`config.mk`:
```
export PLATFORM = sky130hd
export DESIGN_NAME = fft_peak_tracker_flat
export DESIGN_NICKNAME = d
export VERILOG_FILES = /design/src/rtl/fft_peak_tracker_if.sv /design/src/rtl/fft_peak_tracker.sv /design/src/flat_wrapper.sv
export SDC_FILE = /design/constraint.sdc
export NUM_CORES = 1
export LEC_CHECK = 0
export BUFFER_PORTS_ARGS = -buffer_cell sky130_fd_sc_hd__clkbuf_2
export CORE_MARGIN = 2
export CORE_UTILIZATION = 41
export DETAILED_ROUTE_END_ITERATION = 8
export PLACE_DENSITY = 0.59
export SLEW_MARGIN = 20
export SYNTH_ARGS = -nofsm -noshare
export SYNTH_HDL_FRONTEND = slang
export SYNTH_SLANG_ARGS = --single-unit
```
`constraint.sdc`:
```
create_clock -name clk -period 5.69 [get_ports clk]
set_input_delay 0.569 -clock clk [delete_from_list [all_inputs] [get_ports clk]]
set_output_delay 0.569 -clock clk [all_outputs]
set_load 0.02 [all_outputs]
```
`src/rtl/fft_peak_tracker_if.sv`:
```
// Histogram write snoop (hwe/haddr/hdata) plus the peak and note results
// handed to game logic and the display.
interface fft_peak_tracker_if;
    logic        hwe;
    logic [9:0]  haddr;
    logic [15:0] hdata;
    logic        peak_valid;
    logic [9:0]  peak_bin;
    logic [15:0] peak_mag;
    logic        peak_present;
    logic        note_on;
    logic [9:0]  note_bin;
    logic        note_onset;
    logic        frame_error;
    logic [7:0]  frame_count;

    modport master (
        output hwe, haddr, hdata,
        input  peak_valid, peak_bin, peak_mag, peak_present,
        input  note_on, note_bin, note_onset, frame_error, frame_count
    );

    modport slave (
        input  hwe, haddr, hdata,
        output peak_valid, peak_bin, peak_mag, peak_present,
        output note_on, note_bin, note_onset, frame_error, frame_count
    );
endinterface

```
`src/rtl/fft_peak_tracker.sv`:
```
// Tracks the dominant bin of each complete FFT histogram frame and debounces
// successive frame peaks into a stable note indication.
module fft_peak_tracker #(
    parameter int unsigned MIN_BIN       = 4,
    parameter int unsigned MAX_BIN       = 511,
    parameter int unsigned LAST_BIN      = 1023,
    parameter logic [15:0] THRESHOLD     = 16'h0100,
    parameter int unsigned BIN_TOL       = 1,
    parameter int unsigned STABLE_FRAMES = 3
) (
    input  logic                clk,
    input  logic                reset,
    fft_peak_tracker_if.slave   bus
);

    localparam logic [9:0] MIN_B    = 10'(MIN_BIN);
    localparam logic [9:0] MAX_B    = 10'(MAX_BIN);
    localparam logic [9:0] LAST_B   = 10'(LAST_BIN);
    localparam logic [9:0] TOL_B    = 10'(BIN_TOL);
    localparam logic [3:0] STABLE_C = 4'(STABLE_FRAMES);

    typedef enum logic [1:0] {S_SYNC, S_ACCUM, S_PUBLISH} state_t;

    state_t      r_state, w_next;
    logic        w_start, w_eval, w_err, w_publish;

    logic [9:0]  r_expected;
    logic [15:0] r_max;
    logic [9:0]  r_max_bin;

    logic        r_peak_valid, r_peak_present, r_note_on, r_note_onset, r_frame_error;
    logic [9:0]  r_peak_bin, r_note_bin, r_cand_bin;
    logic [15:0] r_peak_mag;
    logic [7:0]  r_frame_count;
    logic [3:0]  r_stable_cnt;

    always_ff @(posedge clk) begin
        if (reset) r_state <= S_SYNC;
        else       r_state <= w_next;
    end

    always_comb begin
        // NOTE: every signal assigned here gets a default first so no path infers a latch.
        w_next    = r_state;
        w_start   = 1'b0;
        w_eval    = 1'b0;
        w_err     = 1'b0;
        w_publish = 1'b0;
        case (r_state)
            S_SYNC: begin
                if (bus.hwe && bus.haddr == 10'd0) begin
                    w_start = 1'b1;
                    w_eval  = 1'b1;
                    w_next  = S_ACCUM;
                end
            end
            S_ACCUM: begin
                if (bus.hwe) begin
                    if (bus.haddr == r_expected) begin
                        w_eval = 1'b1;
                        if (bus.haddr == LAST_B) w_next = S_PUBLISH;
                    end else begin
                        w_err = 1'b1;
                        if (bus.haddr == 10'd0) begin
                            w_start = 1'b1;
                            w_eval  = 1'b1;
                        end else begin
                            w_next = S_SYNC;
                        end
                    end
                end
            end
            S_PUBLISH: begin
                w_publish = 1'b1;
                w_next    = S_SYNC;
                // Bin 0 of the next frame may arrive in the publish cycle itself.
                if (bus.hwe && bus.haddr == 10'd0) begin
                    w_start = 1'b1;
                    w_eval  = 1'b1;
                    w_next  = S_ACCUM;
                end
            end
            default: w_next = S_SYNC;
        endcase
    end

    logic [15:0] w_base_max;
    logic        w_take;

    assign w_base_max = w_start ? 16'd0 : r_max;
    assign w_take     = (bus.haddr >= MIN_B) && (bus.haddr <= MAX_B) && (bus.hdata > w_base_max);

    always_ff @(posedge clk) begin
        if (reset) begin
            r_expected <= 10'd0;
            r_max      <= 16'd0;
            r_max_bin  <= 10'd0;
        end else if (w_eval) begin
            r_expected <= bus.haddr + 10'd1;
            if (w_take) begin
                r_max     <= bus.hdata;
                r_max_bin <= bus.haddr;
            end else if (w_start) begin
                r_max     <= 16'd0;
                r_max_bin <= 10'd0;
            end
        end
    end

    logic       w_present, w_same, w_qualify;
    logic [9:0] w_pub_bin, w_diff, w_new_cand;
    logic [3:0] w_new_cnt;

    always_comb begin
        w_present  = (r_max >= THRESHOLD);
        w_pub_bin  = w_present ? r_max_bin : 10'd0;
        w_diff     = (w_pub_bin >= r_cand_bin) ? (w_pub_bin - r_cand_bin) : (r_cand_bin - w_pub_bin);
        w_same     = (w_diff <= TOL_B) && (r_stable_cnt != 4'd0);
        w_new_cand = 10'd0;
        w_new_cnt  = 4'd0;
        if (w_present) begin
            if (w_same) begin
                w_new_cand = r_cand_bin;
                w_new_cnt  = (r_stable_cnt >= STABLE_C) ? STABLE_C : r_stable_cnt + 4'd1;
            end else begin
                w_new_cand = w_pub_bin;
                w_new_cnt  = 4'd1;
            end
        end
        w_qualify = w_present && (w_new_cnt == STABLE_C) &&
                    (!r_note_on || (w_new_cand != r_note_bin));
    end

    always_ff @(posedge clk) begin
        if (reset) begin
            r_peak_valid   <= 1'b0;
            r_peak_present <= 1'b0;
            r_peak_bin     <= 10'd0;
            r_peak_mag     <= 16'd0;
            r_frame_count  <= 8'd0;
            r_frame_error  <= 1'b0;
            r_cand_bin     <= 10'd0;
            r_stable_cnt   <= 4'd0;
            r_note_on      <= 1'b0;
            r_note_bin     <= 10'd0;
            r_note_onset   <= 1'b0;
        end else begin
            r_peak_valid <= w_publish;
            r_note_onset <= 1'b0;
            if (w_err) r_frame_error <= 1'b1;
            if (w_publish) begin
                r_peak_present <= w_present;
                r_peak_bin     <= w_pub_bin;
                r_peak_mag     <= r_max;
                r_frame_count  <= r_frame_count + 8'd1;
                r_frame_error  <= 1'b0;
                r_cand_bin     <= w_new_cand;
                r_stable_cnt   <= w_new_cnt;
                if (!w_present) begin
                    r_note_on <= 1'b0;
                end else if (w_qualify) begin
                    r_note_on    <= 1'b1;
                    r_note_bin   <= w_new_cand;
                    r_note_onset <= 1'b1;
                end
            end
        end
    end

    assign bus.peak_valid   = r_peak_valid;
    assign bus.peak_bin     = r_peak_bin;
    assign bus.peak_mag     = r_peak_mag;
    assign bus.peak_present = r_peak_present;
    assign bus.note_on      = r_note_on;
    assign bus.note_bin     = r_note_bin;
    assign bus.note_onset   = r_note_onset;
    assign bus.frame_error  = r_frame_error;
    assign bus.frame_count  = r_frame_count;

endmodule

```
`src/flat_wrapper.sv`:
```
// flat-port wrapper written by rule: the top's interface ports become plain ports
module fft_peak_tracker_flat 
#(
    parameter int unsigned MIN_BIN       = 4,
    parameter int unsigned MAX_BIN       = 511,
    parameter int unsigned LAST_BIN      = 1023,
    parameter logic [15:0] THRESHOLD     = 16'h0100,
    parameter int unsigned BIN_TOL       = 1,
    parameter int unsigned STABLE_FRAMES = 3
)
  (clk, reset, bus_hwe, bus_haddr, bus_hdata, bus_peak_valid, bus_peak_bin, bus_peak_mag, bus_peak_present, bus_note_on, bus_note_bin, bus_note_onset, bus_frame_error, bus_frame_count);
  fft_peak_tracker_if bus_i ();
  input  logic clk;
  input  logic reset;
  input wire logic [$bits(bus_i.hwe)-1:0] bus_hwe;
  input wire logic [$bits(bus_i.haddr)-1:0] bus_haddr;
  input wire logic [$bits(bus_i.hdata)-1:0] bus_hdata;
  output wire logic [$bits(bus_i.peak_valid)-1:0] bus_peak_valid;
  output wire logic [$bits(bus_i.peak_bin)-1:0] bus_peak_bin;
  output wire logic [$bits(bus_i.peak_mag)-1:0] bus_peak_mag;
  output wire logic [$bits(bus_i.peak_present)-1:0] bus_peak_present;
  output wire logic [$bits(bus_i.note_on)-1:0] bus_note_on;
  output wire logic [$bits(bus_i.note_bin)-1:0] bus_note_bin;
  output wire logic [$bits(bus_i.note_onset)-1:0] bus_note_onset;
  output wire logic [$bits(bus_i.frame_error)-1:0] bus_frame_error;
  output wire logic [$bits(bus_i.frame_count)-1:0] bus_frame_count;
  assign bus_i.hwe = bus_hwe;
  assign bus_i.haddr = bus_haddr;
  assign bus_i.hdata = bus_hdata;
  assign bus_peak_valid = bus_i.peak_valid;
  assign bus_peak_bin = bus_i.peak_bin;
  assign bus_peak_mag = bus_i.peak_mag;
  assign bus_peak_present = bus_i.peak_present;
  assign bus_note_on = bus_i.note_on;
  assign bus_note_bin = bus_i.note_bin;
  assign bus_note_onset = bus_i.note_onset;
  assign bus_frame_error = bus_i.frame_error;
  assign bus_frame_count = bus_i.frame_count;
  fft_peak_tracker #(.MIN_BIN(MIN_BIN), .MAX_BIN(MAX_BIN), .LAST_BIN(LAST_BIN), .THRESHOLD(THRESHOLD), .BIN_TOL(BIN_TOL), .STABLE_FRAMES(STABLE_FRAMES)) u_core (.clk(clk), .reset(reset), .bus(bus_i));
endmodule
```
* Word-level counts from Yosys, hierarchy flattened
Index checks and enable logic that the tools add are counted.
Storage, ports and cells: register bits after elaboration 101
Cells by class: reductions and logical operators 19, add/subtract/negate cells 5, bitwise gates (word level) 2, multiplexer cells 33, $lt $le $gt $ge 7, equal/unequal tests 11
Operator list (count):
- 2-to-1 mux 10 bit | 6
- 2-to-1 mux 16 bit | 2
- subtractor 10 bit | 2
- >= comparator 16 x 9 -> 1 bit (second input constant) | 1
- greater-than comparator 16 bit | 1
- 2-to-1 mux 1 bit | 14
- 2-to-1 mux 4 bit | 3
- adder 10 x 1 -> 10 bit (second input constant) | 1
- == test 10 bit | 1
- == test 10 bit (second input constant) | 1
- >= comparator 10 bit | 1
- >= comparator 10 x 3 -> 1 bit (second input constant) | 1
- less-or-equal comparator 10 x 1 -> 1 bit (second input constant) | 1
- less-or-equal comparator 10 x 9 -> 1 bit (second input constant) | 1
- zero test 10 bit | 1
- 2-to-1 mux 2 bit | 5
- != test 10 bit | 1
- adder 8 x 1 -> 8 bit (second input constant) | 1
- logical AND 1 bit | 6
- case mux 2 bit (3 select lines) | 1
- adder 4 x 1 -> 4 bit (second input constant) | 1
- == test 4 x 2 -> 1 bit (second input constant) | 1
- >= comparator 4 x 2 -> 1 bit (second input constant) | 1
- != test 2 bit (second input constant) | 2
- other kinds (17) | 21

* Longest topological paths before layout
Gate-level depths: netlist of run 1.
depth in word-level cells 13, depth in mapped cells 24, depth with buffers taken out 20

* Worst setup path after synthesis of run 1
OpenSTA, ideal clock, no wires.
path type reg-to-reg, start point register u_core.r_max[9], end point register u_core.r_note_bin[2], in the netlist u_core.bus.note_bin[2], cell stages (with the launch flop) 21, buffers on the path 5, setup slack 1072 ps, library setup time 121 ps, data arrival time 4497 ps, path through dfxtp_1 -> nor4_4 -> nand2_4 -> clkbuf_1 -> clkbuf_1 -> nand2_1 -> ha_1 -> buf_2 -> a21oi_2 -> nor3_1 -> or3_4 -> buf_6 -> a2111o_1 -> a2bb2oi_2 -> and4_4 -> nand2_4 -> o31ai_4 -> o2111ai_1 -> o311a_1 -> buf_6 -> mux2_4
On the way: longest elaborated chain between the ends 12, elaborated cells on any way between the ends 18
Ends and longest elaborated chain:
- start, declared | RTL line fft_peak_tracker.sv:28 | logic [15:0] r_max;
- start signal, assigned | RTL line fft_peak_tracker.sv:101 | r_max <= bus.hdata;
- >= comparator 16 x 9 -> 1 bit (*) | RTL line fft_peak_tracker.sv:115 | w_present = (r_max >= THRESHOLD);
- 2-to-1 mux 10 bit | RTL line fft_peak_tracker.sv:116 | w_pub_bin = w_present ? r_max_bin : 10'd0;
- subtractor 10 bit or >= comparator 10 bit (tied branches) | RTL line fft_peak_tracker.sv:117 | w_diff = (w_pub_bin >= r_cand_bin) ? (w_pub_bin - r_cand_bin) : (r_cand_bin - w_pub_bin);
- 2-to-1 mux 10 bit | RTL line fft_peak_tracker.sv:117
- less-or-equal comparator 10 x 1 -> 1 bit | RTL line fft_peak_tracker.sv:118 | w_same = (w_diff <= TOL_B) && (r_stable_cnt != 4'd0);
- logical AND 1 bit | RTL line fft_peak_tracker.sv:118
- 2-to-1 mux 10 bit or 2-to-1 mux 4 bit (tied branches) | RTL line fft_peak_tracker.sv:122 | if (w_same) begin
- 2-to-1 mux 10 bit or 2-to-1 mux 4 bit (tied branches) | RTL line fft_peak_tracker.sv:121 | if (w_present) begin
- != test 10 bit or == test 4 x 2 -> 1 bit (tied branches) | RTL line fft_peak_tracker.sv:131, fft_peak_tracker.sv:130
- logical OR 1 bit or logical AND 1 bit (tied branches) | RTL line fft_peak_tracker.sv:131, fft_peak_tracker.sv:130
- logical AND 1 bit | RTL line fft_peak_tracker.sv:130 | w_qualify = w_present && (w_new_cnt == STABLE_C) &&
- AND reduction 3 bit (no line)
- end signal, assigned | RTL line fft_peak_tracker.sv:163 | r_note_bin <= w_new_cand;
- end, declared | RTL line fft_peak_tracker.sv:32 | logic [9:0] r_peak_bin, r_note_bin, r_cand_bin;
Every way passes the cells marked *; elsewhere a longest branch is shown, timed or not. A chain may end at the register's enable or synchronous reset.

* Worst setup path after layout of run 1
start point register u_core.r_max[8], end point register u_core.r_note_bin[1], in the netlist u_core.bus.note_bin[1]
Same word-level chain as after synthesis.

==> out/qor.yml, run 1 <==
io_buffer_count: 77
die_w_um: 125.9
antenna_cells: 0
status: "finished clean"
finalInstanceArea_um2: 6930
leakagePower_nw: 2.827
rows: 44
crit_path_end_kind: "flop"
r2r_start: "u_core.r_max[8]"
first_pass_iters: 5
synth-edff-count: 0
synth.avg_cell_area_um2: 8.013
netlist_area_um2: 6090
crit_type: "flop to flop"
yosys_warnings: 0
grt_util_all_layers_pct: 21.39
drt_iter0_markers: 467
slew_headroom_pct: 30.63
synthesis.nets: 829
ctsHtreeMaxLevel: 3
worstSkewPairLatency_ns: 0.36
grt_max_degree: 111
skew_ns: 0.007774
hpwl_mm: 12.18
grt_setup_unrepaired: "no"
pin_count: 78
via_per_inst: 5.610
grt_pass1_vias: 5419
cp_data_arrival_time_ns: 5.45
max_clock_freq_mhz: 192.1
clockBufferDepth: 2
p_per_area_nw_per_um2: 209.3
totalWireLength_mm: 16.70
setup_viol: 0
setup_tns_ns: 0
routabilityCongestion: 0.9020
layout_setup_ws_ns: 0.4839
start_util_pct: 41.90
worst_slew_pin_slew_ns: 1.040
synthDistinctLibCells: 70
dieArea_um2: 15840
fp.dieH_um: 125.9
crit_chain: "nor4_4 -> nand2_4 -> nand2_1 -> ha_2 -> nand4_1 -> o41ai_4 -> or3_4 -> or3_1 -> o2111ai_1 -> a211oi_1 -> nand4_1 -> o21ai_1 -> and3_1 -> o22ai_1 -> o311a_2 -> mux2_1"
final_cells: 1001
fill_cells: 1449
cts_tree: "built"
slowest_stage: "o311a_2"
cts_buffers: 9
async_reset_ff_share_pct: 0
wire_per_inst_um: 16.69
cp_max_fo: 26
drv_slew: 0
num-nets-final: 881
placed_cells: 985
post-route-util_pct: 47.68
crit_path_max_incr_delay_ns: 0.56
post_cts.repair.setup_buffers: 0
min_from: "u_core.bus.peak_mag[12]"
place_area_um2: 6594
clk_pin_slew_worst_paths_ns: 0.07
start_kind: "flop"
synth-seq-cells: 101
cts_hold_buffers: 0
grt_first_pass_wirelength_mm: 27.63
area_delta_synth_final_pct: 13.81
fp.coreArea_um2: 14530
dp_slack_ns: 0.2021
num_vias: 5616
yosysTopAreaCell: "dfxtp_1"
drc: 0
ys_seq_area_share_pct: 33.20
clkSinkCount: 101
cp.required_ns: 5.94
final_common_cell: "dfxtp_1"
crit_top_cell: "nand4_1"
hold_path.class: "flop to flop"
ctsRootBufferMaster: "clkbuf_16"
ys_top_cells_by_area: "dfxtp_1 33%, ha_1 8.0%, nand2_1 5.9%"
synth_top_area_share_pct: 33.20
final_layout_size_suffix_gt1_share_pct: 15.91
min_period_over_period_pct: 91.50
synthCells: 760
final_cell_mix: "101 x dfxtp_1, 96 x nand2_1, 82 x nor2_1, 76 x clkbuf_2, 69 x a21oi_1"
synth_ff_type: "dfxtp_1"
cts_resized: 0
min_period_ns: 5.206
cp-startpoint: "u_core.r_max[8]"
finalHoldViolCount: 0
peakVddDrop_mv: 0.1878
overflow: 0
antenna_left: 0
antenna_found_initial: 0
max-cap-violations: 0
## area by class of cell
| cell class | instances | area [um2] | area share (%) |
|---|---|---|---|
| tap | 184 | 230.2 | 3.322 |
| multi-input combinational | 573 | 3742 | 54.00 |
| clock buffer | 10 | 229.0 | 3.304 |
| timing repair buffer | 86 | 459.2 | 6.626 |
| sequential | 101 | 2022 | 29.17 |
| clock inverter | 6 | 93.84 | 1.354 |
| inverter | 41 | 153.9 | 2.221 |
## registers in the layout (all words and copies together) (netlist names)
register	count
u_core.r_stable_cnt	4
u_core.bus.peak_valid	1
u_core.r_state	2
u_core.bus.frame_error	1
u_core.bus.note_bin	10
u_core.r_max	16
u_core.r_expected	10
u_core.r_cand_bin	10
u_core.bus.note_on	1
u_core.bus.note_onset	1
u_core.bus.peak_present	1
u_core.r_max_bin	10
u_core.bus.peak_mag	16
u_core.bus.peak_bin	10
u_core.bus.frame_count	8
## Yosys cell counts, types with 9 or more instances
cell type / count
dfxtp_1: 101
nand2_1: 96
nor2_1: 82
a21oi_1: 69
inv_1: 41
ha_1: 39
clkbuf_1: 32
a22oi_1: 22
o21ai_0: 21
a211oi_1: 17
xor2_1: 17
nand4_1: 14
nand2b_1: 13
nor2b_1: 13
mux2i_1: 11
nand3_1: 11
or3_1: 11
nand3b_1: 10
o21ai_1: 10
a21o_1: 9
xnor2_1: 9
## worst max-delay path: cells and delay by family, from the launching register on
kind | cells | cell delay (ns)
flip-flops | 1 | 0.36
multiplexers | 1 | 0.36
AO/OA/AOI/OAI | 6 | 1.90
adder cells (fa/ha/maj) | 1 | 0.37
AND/OR/NAND/NOR | 8 | 2.09
## final timing paths
path / slack (ns) / cells after the start / end
hold reg to reg: 0.46 / 2 / u_core.bus.peak_mag[12]
setup / recovery: 0.48 / 16 / u_core.bus.note_bin[1]
hold / removal: 0.46 / 2 / u_core.bus.peak_mag[12]
setup reg to reg: 0.48 / 16 / u_core.bus.note_bin[1]
## per-layer routing
layer,global-route usage (%),wire (um),part of all wire (%),up-vias
met1,27.96,7755,46,2657
met5,0,0,0,-
met2,36.09,7930,47,142
li1,-,-,-,2793
met3,4.121,737,4.4,24
met4,6.141,279,1.7,0
## logic make-up (layout without fill, tap and decap cells)
family	after synthesis	in the layout	synth area share, %
and+or+nand+nor	293	293	23.67
buffers and inverters	86	143	5.671
xor gates and xnor gates	26	26	3.739
adders and majority gates	40	40	8.342
AOI/OAI and AO/OA	199	199	22.70
DFF	101	101	33.20
muxes	15	15	2.671
## power breakdown
group | switching [W] | internal, W
clock | 0.000294 | 0.000391
sequential | 0.0000000655 | 0.000706
combinational | 0.0000368 | 0.0000216
## stage by stage
step	power (W)	hold WS [ns]
final	0.001450	0.4563
after global routing	0.001502	0.4681
after CTS	0.001468	0.4552
after detailed placement	0.0007805	0.4477
after global placement	0.0007793	0.4418
after floorplan	0.0007566	0.4400
(Power assumes the default switching activity.)
==> run 2: changes to the inputs <==
--- a/config.mk
+++ b/config.mk
@@ -8,6 +8,7 @@
 export BUFFER_PORTS_ARGS = -buffer_cell sky130_fd_sc_hd__clkbuf_2
 export CORE_MARGIN = 2
 export CORE_UTILIZATION = 41
+export CTS_BUF_LIST = sky130_fd_sc_hd__clkbuf_8
 export DETAILED_ROUTE_END_ITERATION = 8
 export PLACE_DENSITY = 0.59
 export SLEW_MARGIN = 20
==> constraint.sdc (replaced) <==
create_clock -name clk -period 5.69 [get_ports clk]
set_input_delay 1.138 -clock clk [delete_from_list [all_inputs] [get_ports clk]]
set_output_delay 1.138 -clock clk [all_outputs]
set_load 0.02 [all_outputs]
==> run 2 against run 1 <==
Net effect:
- first-iteration DRC count is 17% lower
- largest cell class unchanged
- clock-buffer cell count unchanged
- clock skew is essentially flat
- clock power fell by 32%
- critical endpoint is now u_core.bus.note_bin[6]
- die area is the same
- via count rose by 0.53%
- final area decreased by 1.5%
- critical path depth is 2 higher
==> out/qor.yml, run 2 (synthesized netlist as in run 1, its figures left out) <==
dieArea_um2: 15840  # unchanged
hold_ws_ns: 0.4628  # +0.006503 ns
cp_data_arrival_time_ns: 5.58  # +0.13 ns
num_vias: 5646  # +0.53%
cts_resized: 0  # unchanged
setup_tns_ns: 0  # unchanged
max_clock_freq_mhz: 190.3  # -0.95%
status: "finished clean"
antenna_left: 0  # unchanged
drv_slew: 0  # unchanged
slew_headroom_pct: 32.38  # +1.7 points
antenna_cells: 0  # unchanged
start_kind: "flop"
pin_count: 78  # unchanged
top_usage_layer: "met2"
wire_per_inst_um: 16.49  # -1.2%
post_cts.repair.setup_buffers: 0  # unchanged
min_period_over_period_pct: 92.38  # +0.88 points
min_period_ns: 5.256  # +0.05005 ns
num-nets-final: 884  # +0.34%
peakVddDrop_mv: 0.1419  # -24%
skew_ns: 0.008271  # +0.0004966 ns
clkSinkCount: 101  # unchanged
area_delta_synth_final_pct: 12.06
final_common_cell: "dfxtp_1"
antenna_found_initial: 0  # unchanged
grt_first_pass_wirelength_mm: 27.34  # -1.1%
finalHoldViolCount: 0  # unchanged
cp.required_ns: 6.01  # +0.07 ns
via_per_inst: 5.624  # +0.23%
hold_path.class: "flop to flop"
routabilityCongestion: 0.8885  # -1.5%
post-route-util_pct: 46.95  # -0.73 points
use_met1_pct: 28.91  # +0.95 points
worst_slew_pin_slew_ns: 1.014  # -0.02613 ns
grtUsageMet3_pct: 3.229  # -0.89 points
cts_hold_buffers: 0  # unchanged
start_util_pct: 41.90  # unchanged
cts_tree: "built"
crit_path_max_incr_delay_ns: 0.49  # -0.07 ns
grt_util_all_layers_pct: 21.18  # -0.21 points
die_w_um: 125.9  # unchanged
drt_iter0_markers: 386  # -17%
clockBufferDepth: 2  # unchanged
setup_viol: 0  # unchanged
drc: 0  # unchanged
final_layout_size_suffix_gt1_share_pct: 15.98  # +0.064 points
ctsHtreeMaxLevel: 3  # unchanged
cts_buffers: 9  # unchanged
clk_pin_slew_worst_paths_ns: 0.11  # +0.04 ns
crit_type: "flop to flop"
fp.dieH_um: 125.9  # unchanged
rows: 44  # unchanged
p_per_area_nw_per_um2: 180.2  # -14%
grt_setup_unrepaired: "no"
ctsRootBufferMaster: "clkbuf_8"
crit_path_end_kind: "flop"
grt_pass1_vias: 5342  # -1.4%
met2_usage_pct: 33.77  # -2.3 points
finalPower_w: 0.001230  # -15%
max-cap-violations: 0  # unchanged
final_cell_mix: "101 x dfxtp_1, 96 x nand2_1, 82 x nor2_1, 76 x clkbuf_2, 69 x a21oi_1"
cp_max_fo: 26  # unchanged
worstSkewPairLatency_ns: 0.39  # +0.03 ns
first_pass_iters: 7  # +2
hpwl_mm: 12.23  # +0.40%
fp.coreArea_um2: 14530  # unchanged
io_buffer_count: 77  # unchanged
overflow: 0  # unchanged
layout_setup_ws_ns: 0.4338  # -0.05005 ns
totalWireLength_mm: 16.56  # -0.87%
dp_slack_ns: 0.1255  # -0.07662 ns
grt_max_degree: 111  # unchanged
slowest_stage: "ha_1"
crit_chain: "nor4_4 -> nand2_4 -> nand2_1 -> inv_1 -> ha_1 -> nand2_2 -> o41ai_4 -> or3_4 -> or3_1 -> o2111ai_1 -> a211oi_1 -> nand4_1 -> o21ai_1 -> a21oi_1 -> o22ai_1 -> o311a_1 -> buf_4 -> mux2i_1"
leakagePower_nw: 2.777  # -1.8%
[run 2: cell types whose count changed in the layout (fill, tap and decap cells not counted), moves of 2 or more]
cell,change
clkinvlp_4,+3
clkbuf_16,-9
bufinv_16,-2
ha_1,+2
buf_4,+3
clkbuf_8,+10
ha_2,-2
[run 2: worst max-delay path: cells and delay by family, from the launching register on]
kind / cells / cell delay, ns
simple gates: 7 / 1.75
compound gates: 7 / 2.00
fa+ha+maj: 1 / 0.49
flops: 1 / 0.37
buf+inv: 2 / 0.32
mux: 1 / 0.21
[run 2: worst paths after layout]
| path | cells past startpoint | slack, ns | startpoint | to |
|---|---|---|---|---|
| setup / recovery | 18 | 0.43 | u_core.r_max[8] | u_core.bus.note_bin[6] |
| hold / removal | 2 | 0.46 | u_core.bus.peak_mag[6] | u_core.bus.peak_mag[6] |
| setup reg to reg | 18 | 0.43 | u_core.r_max[8] | u_core.bus.note_bin[6] |
| hold reg to reg | 2 | 0.46 | u_core.bus.peak_mag[6] | u_core.bus.peak_mag[6] |
[run 2: where the power goes]
group	leakage [nW]	internal (W)	total, W	switching, W
combinational	1.87	0.0000226	0.0000588	0.0000362
sequential	0.813	0.000706	0.000707	0.0000000658
clock	0.0890	0.000179	0.000464	0.000286
[run 2: metrics by stage]
| stage | instance area [um2] | cells |
|---|---|---|
| 3_5_place_dp | 6609 | 987 |
| 3_3_place_gp | 6609 | 987 |
| 5_1_grt | 6824 | 1004 |
| 4_1_cts | 6800 | 1003 |
| 2_1_floorplan | 6090 | 760 |
| 6_report | 6824 | 1004 |
[run 2: layout make-up]
cell class	count	area, um2
Inverter	41	153.9
Timing Repair Buffer	89	490.5
Sequential cell	101	2022
Fill cell	1460	7710
Multi-Input combinational cell	573	3736
Clock buffer	10	137.6
Tap cell	184	230.2
Clock inverter	6	53.80
[run 2: metal layers]
layer | vias up | share of wire, %
met5 | - | 0
met2 | 173 | 46
met1 | 2657 | 46
li1 | 2784 | -
met4 | 0 | 2.8
met3 | 32 | 5.0
==> run 3: changes to the inputs <==
--- a/config.mk
+++ b/config.mk
@@ -7,10 +7,11 @@
 export LEC_CHECK = 0
 export BUFFER_PORTS_ARGS = -buffer_cell sky130_fd_sc_hd__clkbuf_2
 export CORE_MARGIN = 2
-export CORE_UTILIZATION = 41
+export CORE_UTILIZATION = 55
 export CTS_BUF_LIST = sky130_fd_sc_hd__clkbuf_8
 export DETAILED_ROUTE_END_ITERATION = 8
-export PLACE_DENSITY = 0.59
+export PLACE_DENSITY = 0.75
+export RECOVER_POWER = 50
 export SLEW_MARGIN = 20
 export SYNTH_ARGS = -nofsm -noshare
 export SYNTH_HDL_FRONTEND = slang
==> run 3 against run 2 <==
Net effect:
- the flow now finishes with violations (capacitance limit, slew limit)
- sequential share of layout area rose by 0.39 points
- fmax is 0.17% lower
- sequential power is essentially flat
- largest power group unchanged
==> out/qor.yml, run 3 (synthesized netlist as in run 1, its figures left out) <==
status: "complete, but fails checks"
violations: "capacitance limit, slew limit"
min_period_over_period_pct: 92.54  # +0.16 points
die_w_um: 109.2  # -13%
drc: 0  # unchanged
io_buffer_count: 77  # unchanged
antenna_cells: 0  # unchanged
rows: 38  # -14%
fp.dieH_um: 109.2  # -13%
dieArea_um2: 11930  # -25%
cp.required_ns: 6.00  # about the same
hold_path.class: "flop to flop"
crit_type: "flop to flop"
pin_count: 78  # unchanged
cts_tree: "built"
post_cts.repair.setup_buffers: 0  # unchanged
first_pass_iters: 6  # -1
routed.top_layer: "met4"
start_util_pct: 56.17  # +14 points
clkPwrFrac_pct: 41.6  # +3.8 points
slew_headroom_pct: -199.8  # -230 points
p_sw_share_pct: 23.77  # -2.4 points
num_vias: 5746  # +1.8%
max-cap-violations: 1  # +1
overflow: 0  # unchanged
wl_met2_mm: 7.684  # about the same
routabilityCongestion: 0.9597  # +8.0%
drt_iter0_markers: 386  # unchanged
antenna_left: 0  # unchanged
pwr-share-comb_pct: 4.3  # -0.5 points
leakagePower_nw: 2.662  # -4.1%
setup_viol: 0  # unchanged
grt_max_degree: 111  # unchanged
area_delta_synth_final_pct: 10.60
final_cell_mix: "101 x dfxtp_1, 96 x nand2_1, 82 x nor2_1, 69 x a21oi_1, 41 x inv_1"
met1_length_mm: 7.155  # -5.4%
via_per_inst: 5.998  # +6.7%
finalHoldViolCount: 0  # unchanged
grt_util_all_layers_pct: 27.66  # +6.5 points
ctsRootBufferMaster: "clkbuf_8"
p_int_w: 0.0009957  # +9.7%
hpwl_mm: 11.68  # -4.5%
slowest_stage: "ha_1"
final_common_cell: "dfxtp_1"
max_clock_freq_mhz: 189.9  # -0.17%
final_layout_size_suffix_gt1_share_pct: 11.12  # -4.9 points
crit_path_end_kind: "flop"
cp_max_fo: 26  # unchanged
fill_cells: 994  # -32%
clkSinkCount: 101  # unchanged
num-nets-final: 882  # -0.23%
setup_tns_ns: 0  # unchanged
wire_per_inst_um: 16.74  # +1.5%
grt_pass1_vias: 5422  # +1.5%
cts_resized: 0  # unchanged
clk_pin_slew_worst_paths_ns: 0.11  # about the same
seq_power_share_pct: 54.1  # -3.4 points
clockBufferDepth: 2  # unchanged
cts_buffers: 9  # unchanged
finalInstanceArea_um2: 6735  # -1.3%
peakVddDrop_mv: 0.1547  # +9.0%
p_sw_w: 0.0003104  # -3.6%
grt_setup_unrepaired: "no"
fp.coreArea_um2: 10840  # -25%
drv_slew: 111  # +111
min_period_ns: 5.265  # +0.009091 ns
wl_met3_um: 899  # +7.9%
worstSkewPairLatency_ns: 0.38  # about the same
start_kind: "flop"
skew_ns: 0.01763  # +0.009354 ns
antenna_found_initial: 0  # unchanged
worst_slew_pin_slew_ns: 4.497  # +3.482 ns
ctsHtreeMaxLevel: 3  # unchanged
place_area_um2: 6546  # -0.95%
cts_hold_buffers: 0  # unchanged
grt_first_pass_wirelength_mm: 26.49  # -3.1%
crit_chain: "nor4_4 -> nand2_4 -> nand2_1 -> inv_1 -> ha_1 -> nand2_2 -> o41ai_4 -> or3_4 -> or3_1 -> o2111ai_1 -> a211oi_1 -> and4_4 -> nand4_1 -> and3_1 -> o22ai_1 -> o311a_1 -> buf_4 -> mux2i_1"
totalWireLength_mm: 16.04  # -3.1%
crit_path_max_incr_delay_ns: 0.51  # +0.02 ns
cp_data_arrival_time_ns: 5.58  # about the same
p_per_area_nw_per_um2: 193.9  # +7.6%
[run 3: worst max-delay path, delay by kind of cell (launching register included)]
kind	cells	cell delay [ns]
buffers and inverters	2	0.35
AO/OA/AOI/OAI	5	1.50
AND/OR/NAND/NOR	9	2.22
flip-flops	1	0.39
adder cells (fa/ha/maj)	1	0.51
multiplexers	1	0.20
[run 3: final cells by class]
class,count,area [um2],area share (%)
repair buffers,87,412.9,6.130
inverters,41,153.9,2.285
multi-input cells,573,3736,55.47
flip-flops and latches,101,2022,30.02
clock inverters,6,97.59,1.449
clock buffers,10,137.6,2.043
well taps,140,175.2,2.601
[run 3: path summary, 6_finish.rpt]
path	start	endpoint	slack, ns	depth (start not counted)
worst max-delay path	u_core.r_max[12]	u_core.bus.note_bin[0]	0.42	18
worst min-delay path	u_core.bus.peak_mag[10]	u_core.bus.peak_mag[10]	0.46	2
worst max register to register	u_core.r_max[12]	u_core.bus.note_bin[0]	0.42	18
worst min register to register	u_core.bus.peak_mag[10]	u_core.bus.peak_mag[10]	0.46	2
[run 3: stage by stage]
step	power, W	hold WS, ns	util, %	cells	worst slack [ns]
floorplan	0.0007566	0.4400	-	760	0.5875
global placement	0.0007767	0.4419	60.39	942	0.4716
detailed placement	0.0007788	0.4493	60.39	942	0.2555
CTS	0.001317	0.4656	62.56	958	0.4605
global route	0.001346	0.4847	62.13	958	0.04819
finish	0.001306	0.4645	62.13	958	0.4247
[run 3: power groups by stage]
stage	Sequential, W	Clock (W)	Combinational [W]
after floorplan	0.000723	0	0.0000337
after global placement	0.000723	0	0.0000538
after detailed placement	0.000723	0	0.0000559
after CTS	0.000707	0.000554	0.0000563
after global routing	0.000707	0.000576	0.0000633
final	0.000707	0.000543	0.0000565
[run 3: routing by layer]
metal  vias to the layer above  GRT usage (%)
li1                       2786              -
met1                      2728          36.68
met2                       199          45.92
met3                        33          4.363
met4                         0          9.222
met5                         -              0
